==> src/rtl/pipelined_adder_n_bit.sv <==
// -----------------------------------------------------------------------------
// pipelined_adder_n_bit
//
// Parametrised pipelined integer adder/subtractor. A WIDTH-bit add is split
// into STAGES chunks of CW = WIDTH/STAGES bits. Stage k adds chunk k of the
// operands plus the carry registered by stage k-1, so each stage only has a
// CW-bit ripple in its path. Beats move through the pipeline with a
// valid/ready handshake on both ends. Full throughput is one operation per
// cycle, and up to STAGES operations can be in flight.
//
// Parameters
//   WIDTH   operand/result width (must be a multiple of STAGES)
//   STAGES  pipeline depth, >= 1
//
// Ports
//   clk        rising-edge clock
//   rst_n      asynchronous active-low reset (drops every in-flight beat)
//   in_valid   operand beat present
//   in_ready   block accepts a beat this cycle (combinational from out_ready)
//   in_a       operand A
//   in_b       operand B
//   in_cin     carry in (add) / borrow in (subtract)
//   in_sub     0 = A+B+cin, 1 = A-B-cin
//   out_valid  result beat present
//   out_ready  downstream accepts the result
//   out_sum    result
//   out_cout   raw carry out of the MSB (1 = no borrow when subtracting)
//   out_ovf    signed overflow
//   out_zero   out_sum == 0
// -----------------------------------------------------------------------------
module pipelined_adder_n_bit #(
  parameter int WIDTH  = 32,
  parameter int STAGES = 4
) (
  input  logic             clk,
  input  logic             rst_n,
  input  logic             in_valid,
  output logic             in_ready,
  input  logic [WIDTH-1:0] in_a,
  input  logic [WIDTH-1:0] in_b,
  input  logic             in_cin,
  input  logic             in_sub,
  output logic             out_valid,
  input  logic             out_ready,
  output logic [WIDTH-1:0] out_sum,
  output logic             out_cout,
  output logic             out_ovf,
  output logic             out_zero
);

  localparam int CW   = WIDTH / STAGES;
  localparam int LAST = STAGES - 1;

  genvar k;
  generate
    for (k = 0; k < STAGES; k++) begin : g_stage
      // RW: operand bits still to be added when entering stage k.
      // SW: result bits completed once stage k has added its chunk.
      localparam int RW = WIDTH - k * CW;
      localparam int SW = (k + 1) * CW;

      logic          src_v_s;
      logic          src_c_s;
      logic [RW-1:0] src_a_s;
      logic [RW-1:0] src_b_s;
      logic [CW:0]   ext_s;
      logic [SW-1:0] nsum_s;
      logic          adv_s;
      logic          load_s;

      logic          valid_r;
      logic          carry_r;
      logic [SW-1:0] sum_r;

      if (k == 0) begin : g_src
        // Subtraction is A + ~B + 1; the incoming borrow flips that +1 off.
        assign src_v_s = in_valid;
        assign src_a_s = in_a;
        assign src_b_s = in_sub ? ~in_b : in_b;
        assign src_c_s = in_cin ^ in_sub;
        assign nsum_s  = ext_s[CW-1:0];
      end else begin : g_src
        assign src_v_s = g_stage[k-1].valid_r;
        assign src_a_s = g_stage[k-1].g_fwd.a_r;
        assign src_b_s = g_stage[k-1].g_fwd.b_r;
        assign src_c_s = g_stage[k-1].carry_r;
        assign nsum_s  = {ext_s[CW-1:0], g_stage[k-1].sum_r};
      end

      // The lowest CW bits of the remaining operands always belong to chunk k.
      assign ext_s  = {1'b0, src_a_s[CW-1:0]} + {1'b0, src_b_s[CW-1:0]}
                    + {{CW{1'b0}}, src_c_s};
      assign load_s = !valid_r || adv_s;

      // Stage register: valid follows its source whenever the stage may load;
      // data only moves with a valid beat so bubbles never disturb held data.
      always_ff @(posedge clk or negedge rst_n) begin
        if (!rst_n) begin
          valid_r <= 1'b0;
          carry_r <= 1'b0;
          sum_r   <= {SW{1'b0}};
        end else begin
          if (load_s) begin
            valid_r <= src_v_s;
          end
          if (load_s && src_v_s) begin
            carry_r <= ext_s[CW];
            sum_r   <= nsum_s;
          end
        end
      end

      if (k == LAST) begin : g_out
        logic msb_cin_s;
        logic zero_r;
        logic ovf_r;

        assign adv_s = valid_r && out_ready;

        // Carry into the MSB recovered from the MSB sum bit and its operands.
        assign msb_cin_s = ext_s[CW-1] ^ src_a_s[CW-1] ^ src_b_s[CW-1];

        // Result flags are produced together with the final chunk.
        always_ff @(posedge clk or negedge rst_n) begin
          if (!rst_n) begin
            zero_r <= 1'b0;
            ovf_r  <= 1'b0;
          end else if (load_s && src_v_s) begin
            zero_r <= (nsum_s == {SW{1'b0}});
            ovf_r  <= msb_cin_s ^ ext_s[CW];
          end
        end
      end else begin : g_fwd
        localparam int UW = RW - CW;
        logic [UW-1:0] a_r;
        logic [UW-1:0] b_r;

        // A stage advances when the next one is empty or is itself advancing.
        assign adv_s = valid_r && (!g_stage[k+1].valid_r || g_stage[k+1].adv_s);

        // Unconsumed upper operand chunks travel alongside the partial sum.
        always_ff @(posedge clk or negedge rst_n) begin
          if (!rst_n) begin
            a_r <= {UW{1'b0}};
            b_r <= {UW{1'b0}};
          end else if (load_s && src_v_s) begin
            a_r <= src_a_s[RW-1:CW];
            b_r <= src_b_s[RW-1:CW];
          end
        end
      end
    end
  endgenerate

  assign in_ready  = g_stage[0].load_s;
  assign out_valid = g_stage[LAST].valid_r;
  assign out_sum   = g_stage[LAST].sum_r;
  assign out_cout  = g_stage[LAST].carry_r;
  assign out_ovf   = g_stage[LAST].g_out.ovf_r;
  assign out_zero  = g_stage[LAST].g_out.zero_r;

endmodule

==> config.mk <==
export PLATFORM = sky130hd
export DESIGN_NAME = pipelined_adder_n_bit
export DESIGN_NICKNAME = d
export VERILOG_FILES = /design/src/rtl/pipelined_adder_n_bit.sv
export SDC_FILE = /design/constraint.sdc
export NUM_CORES = 1
export LEC_CHECK = 0
export ABC_AREA = 0
export CAP_MARGIN = 20
export CORE_UTILIZATION = 45
export DETAILED_ROUTE_END_ITERATION = 8
export PLACE_DENSITY = 0.65
export RECOVER_POWER = 50
export SLEW_MARGIN = 5
export SYNTH_ARGS = -nofsm -noshare
export SYNTH_HDL_FRONTEND = slang
export SYNTH_SLANG_ARGS = --single-unit
export TNS_END_PERCENT = 100
==> constraint.sdc <==
create_clock -name clk -period 3.4 [get_ports clk]
set_input_delay 0.68 -clock clk [delete_from_list [all_inputs] [get_ports clk]]
set_output_delay 0.68 -clock clk [all_outputs]
set_load 0.01 [all_outputs]
**Word level (Yosys, flattened, before mapping)**

Cells that the tools add are included.

- $lt $le $gt $ge: 0
- Mux-type cells: 1
- $mul: 0
- Reduce and logical (&&, ||, !) cells: 14
- Bitwise operators: 5
- Add/sub/neg operators: 8
- Div/mod/pow operators: 0
- Equal/unequal tests: 0
- Shift-type cells: 0

Operators by type and width:

| operator | count |
|---|---|
| $add 8x8->9 | 4 |
| $add 9x1->9 | 4 |
| $logic_not 32->1 | 1 |
| $mux 32 | 1 |
| $not 32->32 | 1 |
| $logic_and 1x1->1 | 5 |
| $logic_not 1->1 | 4 |
| $logic_or 1x1->1 | 4 |
| $xor 1x1->1 | 4 |

- Bits in registers: 186
- RAM bits: 0
- Output and inout port bits: 37
- Bits in latches: 0
- Bits in read-only memories: 0
- Memories: 0

**Longest topological paths before layout**

Gate-level depths: netlist of the first run.

- Depth in word-level cells: 9
- Depth in mapped cells: 11
- Gate-level depth less buffers: 10

**Worst setup path before layout of the first run**

Ideal clock, no wire load.

- Path type: in2reg
- Start: in in_sub
- End: reg g_stage[0].carry_r
- Setup slack: 328 ps
- Arrival time: 2,945 ps
- Required time: 3,273 ps
- Cell stages on the path: 11
- Path through: clkbuf_1 > buf_2 > xor2_1 > fa_1 > fa_1 > a21o_1 > a21oi_1 > o21bai_1 > a21o_1 > a21oi_1 > o31ai_1

- Longest elaborated chain between the ends: 3
- Elaborated cells between the ends (all ways): 4
- Those cells by class: 2 x add/sub; 1 x mux; 1 x bitwise

RTL lines:

| what | RTL line | RTL |
|---|---|---|
| start: declaration | 42 | `input logic in_sub,` |
| $mux 32 | 79 | `assign src_b_s = in_sub ? ~in_b : in_b;` |
| $add 8x8->9 | 91 | `assign ext_s = {1'b0, src_a_s[CW-1:0]} + {1'b0, src_b_s[CW-1:0]}` |
| $add 9x1->9 * | 92 | `+ {{CW{1'b0}}, src_c_s};` |
| end signal: assignment | 107 | `carry_r <= ext_s[CW];` |
| end: declaration | 72 | `logic carry_r;` |

Every way passes the cells marked *; elsewhere a longest branch is shown, timed or not.
A chain may end at the register's enable or synchronous reset.

**Worst setup path after layout of the first run**

- Start: in out_ready
- End: out in_ready

- Longest elaborated chain between the ends: 8

RTL lines:

| what | RTL line | RTL |
|---|---|---|
| start: declaration | 44 | `input logic out_ready,` |
| $logic_and 1x1->1 | 118 | `assign adv_s = valid_r && out_ready;` |
| $logic_or 1x1->1 | 139 | `assign adv_s = valid_r && (!g_stage[k+1].valid_r \|\| g_stage[k+1].adv_s);` |
| $logic_and 1x1->1 | 139 |  |
| $logic_or 1x1->1 | 139 |  |
| $logic_and 1x1->1 | 139 |  |
| $logic_or 1x1->1 | 139 |  |
| $logic_and 1x1->1 | 139 |  |
| $logic_or 1x1->1 | 93 | `assign load_s = !valid_r \|\| adv_s;` |
| end: declaration | 38 | `output logic in_ready,` |

No other way between the ends.

==> metrics, run 1 <==
Worst R2R Setup Slack=700 ps; initial antenna violation count=0; clock-pin slew on the worst setup and hold paths=70 ps; Clock Sinks=186; #FFs+latches synth=186; Port Buf Inserts=106; synthesized area=8489 um^2; hold path startpoint=g_stage[0].g_fwd.b_r[8]; Layout Skew=9.217 ps; count of different cell masters after synthesis=47; crit-path leading delay family=buffers and inverters; crit-path max FO=5; die span in x=139.4 um; Hold-fix buffers, CTS=0; Min Hold Slack=483.2 ps; CP Data Required Time=2720 ps; Initial Util=46.62%; DP Wirelength=12.07 mm; Final setup viols=0; clk_lat worst skew=430 ps; CTS tree=built; fin cells=1,011; ys flop type=dfrtp_1; layout cells sized above 1=18.93%; Power Dens Cells=796.3 nW/um^2; leakage power=4.498 nW; I/O pin count=107; worst-margin pin slew=2645 ps; CP Capture Type=output port; remaining antenna violation count=0; DR iter-0 viols=198; Final period util=91.93%; die height=139.4 um; CTS buffer count=17; first-pass GRT wire length=28.09 mm; register area share after synthesis=54.83%; via/cell ratio=5.181; overall power=8.278 mW; Hold Vio Cnt, Final=0; Post-CTS Resized=0; Hold Path Class=reg -> reg; Ant. Diodes=0; DRC viols=0; cell count after synthesis=659; Layout Nets=875; syn nets=765; Critical Path, Cell by Cell=dlygate4sd3_1 > and2b_1 > nand4_1 > clkdlybuf4s50_1; total congestion overflow=0; Final GP Congestion=0.8160; Worst EP arrival=2450 ps; type of the worst setup path=in -> out; Hold Path End=g_stage[0].g_fwd.b_r[8]; worst reg2reg path startpoint=g_stage[2].carry_r; Fmax=319.9 MHz; RSZ-0062 raised after global routing=false; Rows=49; critical path's slowest cell=clkdlybuf4s50_1; Max Slew Vio Count=55; Post-synth EDFFs=0; r2r endpoint=out_zero; post-layout worst setup margin=274.3 ps; final WL=16.68 mm; syn avg cell area=12.88 um^2; Design Area, Final=10,400 um^2; FF-to-FF path depth=8; largest area contributor in the netlist=dfrtp_1; placed cells=979; pin count of the biggest net entering global routing=91; Worst IR Drop VDD=0.0003573 V; vias in the first global route=5,493; slew margin rel.=-76.32%; Critical Path Max Stage Delay=590 ps; htree depth=4; Filler cells=1,467; synth top area cells=dfrtp_1 55%, mux2_2 12%, mux2_1 5.0%; maxcap violations=1; Async SR Flop Fraction=100.0%; Crit path buffers/inverters=2; drt pass-1 iters=4; status=complete, but fails checks; pre-CTS setup slack=198.4 ps; postcts setup bufs=0; area share of the largest cell type after synthesis=54.83%; die area=19,420 um^2; post-layout min period=3126 ps; GRT Total Usage=18.58%; failing checks=max-capacitance violations, max-slew violations; Worst Setup Start Kind=input port; DP Area=9852 um^2; area grow syn2layout=22.46%; Placeable Area=18,210 um^2; clk buf depth=2; Final Util=57.09%; Hold Path Depth=2; WL per Instance=16.50 um; via count=5,238; Clock Tree Root=clkbuf_16; Synth Warn #=0; final setup TNS=0 ps
cells in the final DEF, fill, tap and decap left out, types with 7 or more instances in the layout:
master,netlist,layout
a21o_1,8,8
a21oi_1,10,10
buf_4,3,8
clkbuf_16,0,17
clkdlybuf4s50_1,0,103
dfrtp_1,186,186
fa_1,8,8
ha_1,28,28
inv_1,20,20
mux2_1,38,38
mux2_2,91,91
nand2_1,52,52
nor2_1,8,8
nor4_1,9,9
o21ai_0,5,7
o21ai_1,38,36
o31ai_1,7,7
xnor2_1,41,41
xor2_1,12,12
per-layer routing:
metal	track usage, %	wire length [um]	up-vias
met2	29.81	7969	91
met5	0	0	-
met3	3.269	473	12
met1	25.52	8054	2605
li1	-	-	2530
met4	6.316	187	0
where the power goes:
part,switching (mW),internal (mW),total (mW)
Combinational,1.30,1.61,2.91
Clock,0.900,0.961,1.86
Sequential,0.521,2.99,3.51
tightest hold or removal path, stage by stage, from the launching register on:
cell,delay (ps)
dfrtp_1,340
nand2_1,50
o21ai_1,60
registers in the layout, indices dropped and copies added, names as in the netlist:
| name | cells |
|---|---|
| g_stage.carry_r | 3 |
| g_stage.g_fwd.a_r | 48 |
| g_stage.g_fwd.b_r | 48 |
| g_stage.sum_r | 48 |
| g_stage.valid_r | 3 |
| out_cout | 1 |
| out_ovf | 1 |
| out_sum | 32 |
| out_valid | 1 |
| out_zero | 1 |
Yosys cell counts (2+ instances only):
library cell	count
o31ai_1	7
o21a_1	4
fa_1	8
a21o_1	8
clkbuf_1	5
xnor2_1	41
a21oi_2	2
o21ai_0	5
nand4_1	3
a21oi_1	10
buf_2	20
nor4_1	9
ha_1	28
o21ai_1	38
nand3_1	6
nor2_1	8
o31a_1	2
or2_2	4
dfrtp_1	186
nand2b_1	4
or3_1	2
buf_4	3
inv_1	20
a211oi_1	3
mux2_2	91
o41ai_2	2
xor2_1	12
nor3_1	6
nand2_1	52
mux2i_1	3
o21bai_1	6
mux2_1	38
nor2b_1	2
nor3b_1	6
o211ai_1	3
worst max path at each step:
| stage | start | end | depth (start not counted) |
|---|---|---|---|
| finish | out_ready | in_ready | 4 |
| global route | rst_n | g_stage[0].valid_r | 2 |
| CTS | out_ready | in_ready | 4 |
| detailed placement | in_b[0] | g_stage[0].carry_r | 10 |
| global placement | in_b[0] | g_stage[0].carry_r | 10 |
| floorplan | in_sub | g_stage[0].carry_r | 11 |
cell families (layout without fill, tap and decap cells):
| logic type | count (synthesis) | in the layout | synth area share (%) |
|---|---|---|---|
| xor gates and xnor gates | 53 | 53 | 5.468 |
| muxes | 132 | 132 | 17.46 |
| adders and majority gates | 36 | 36 | 6.013 |
| AOI/OAI and AO/OA | 96 | 96 | 7.340 |
| buffers and inverters | 49 | 172 | 2.786 |
| and+or+nand+nor | 107 | 107 | 6.102 |
| DFF | 186 | 186 | 54.83 |
cell type report:
class | count | area [um^2] | area share (%)
clock buffer | 17 | 425.4 | 4.092
clock inverter | 15 | 131.4 | 1.264
inverter | 20 | 75.07 | 0.7221
multi-input combinational | 424 | 3603 | 34.66
sequential | 186 | 4654 | 44.77
tap | 229 | 286.5 | 2.756
timing repair buffer | 120 | 1220 | 11.73
(Power assumes the default switching activity.)
==> run 2, diff against run 1 <==
--- a/config.mk
+++ b/config.mk
@@ -6,7 +6,7 @@
 export NUM_CORES = 1
 export LEC_CHECK = 0
 export ABC_AREA = 0
-export CAP_MARGIN = 20
+export CAP_MARGIN = 10
 export CORE_UTILIZATION = 45
 export DETAILED_ROUTE_END_ITERATION = 8
 export PLACE_DENSITY = 0.65
==> results of run 2 <==
No change in the layout: final DEF, timing and power equal those of run 1.
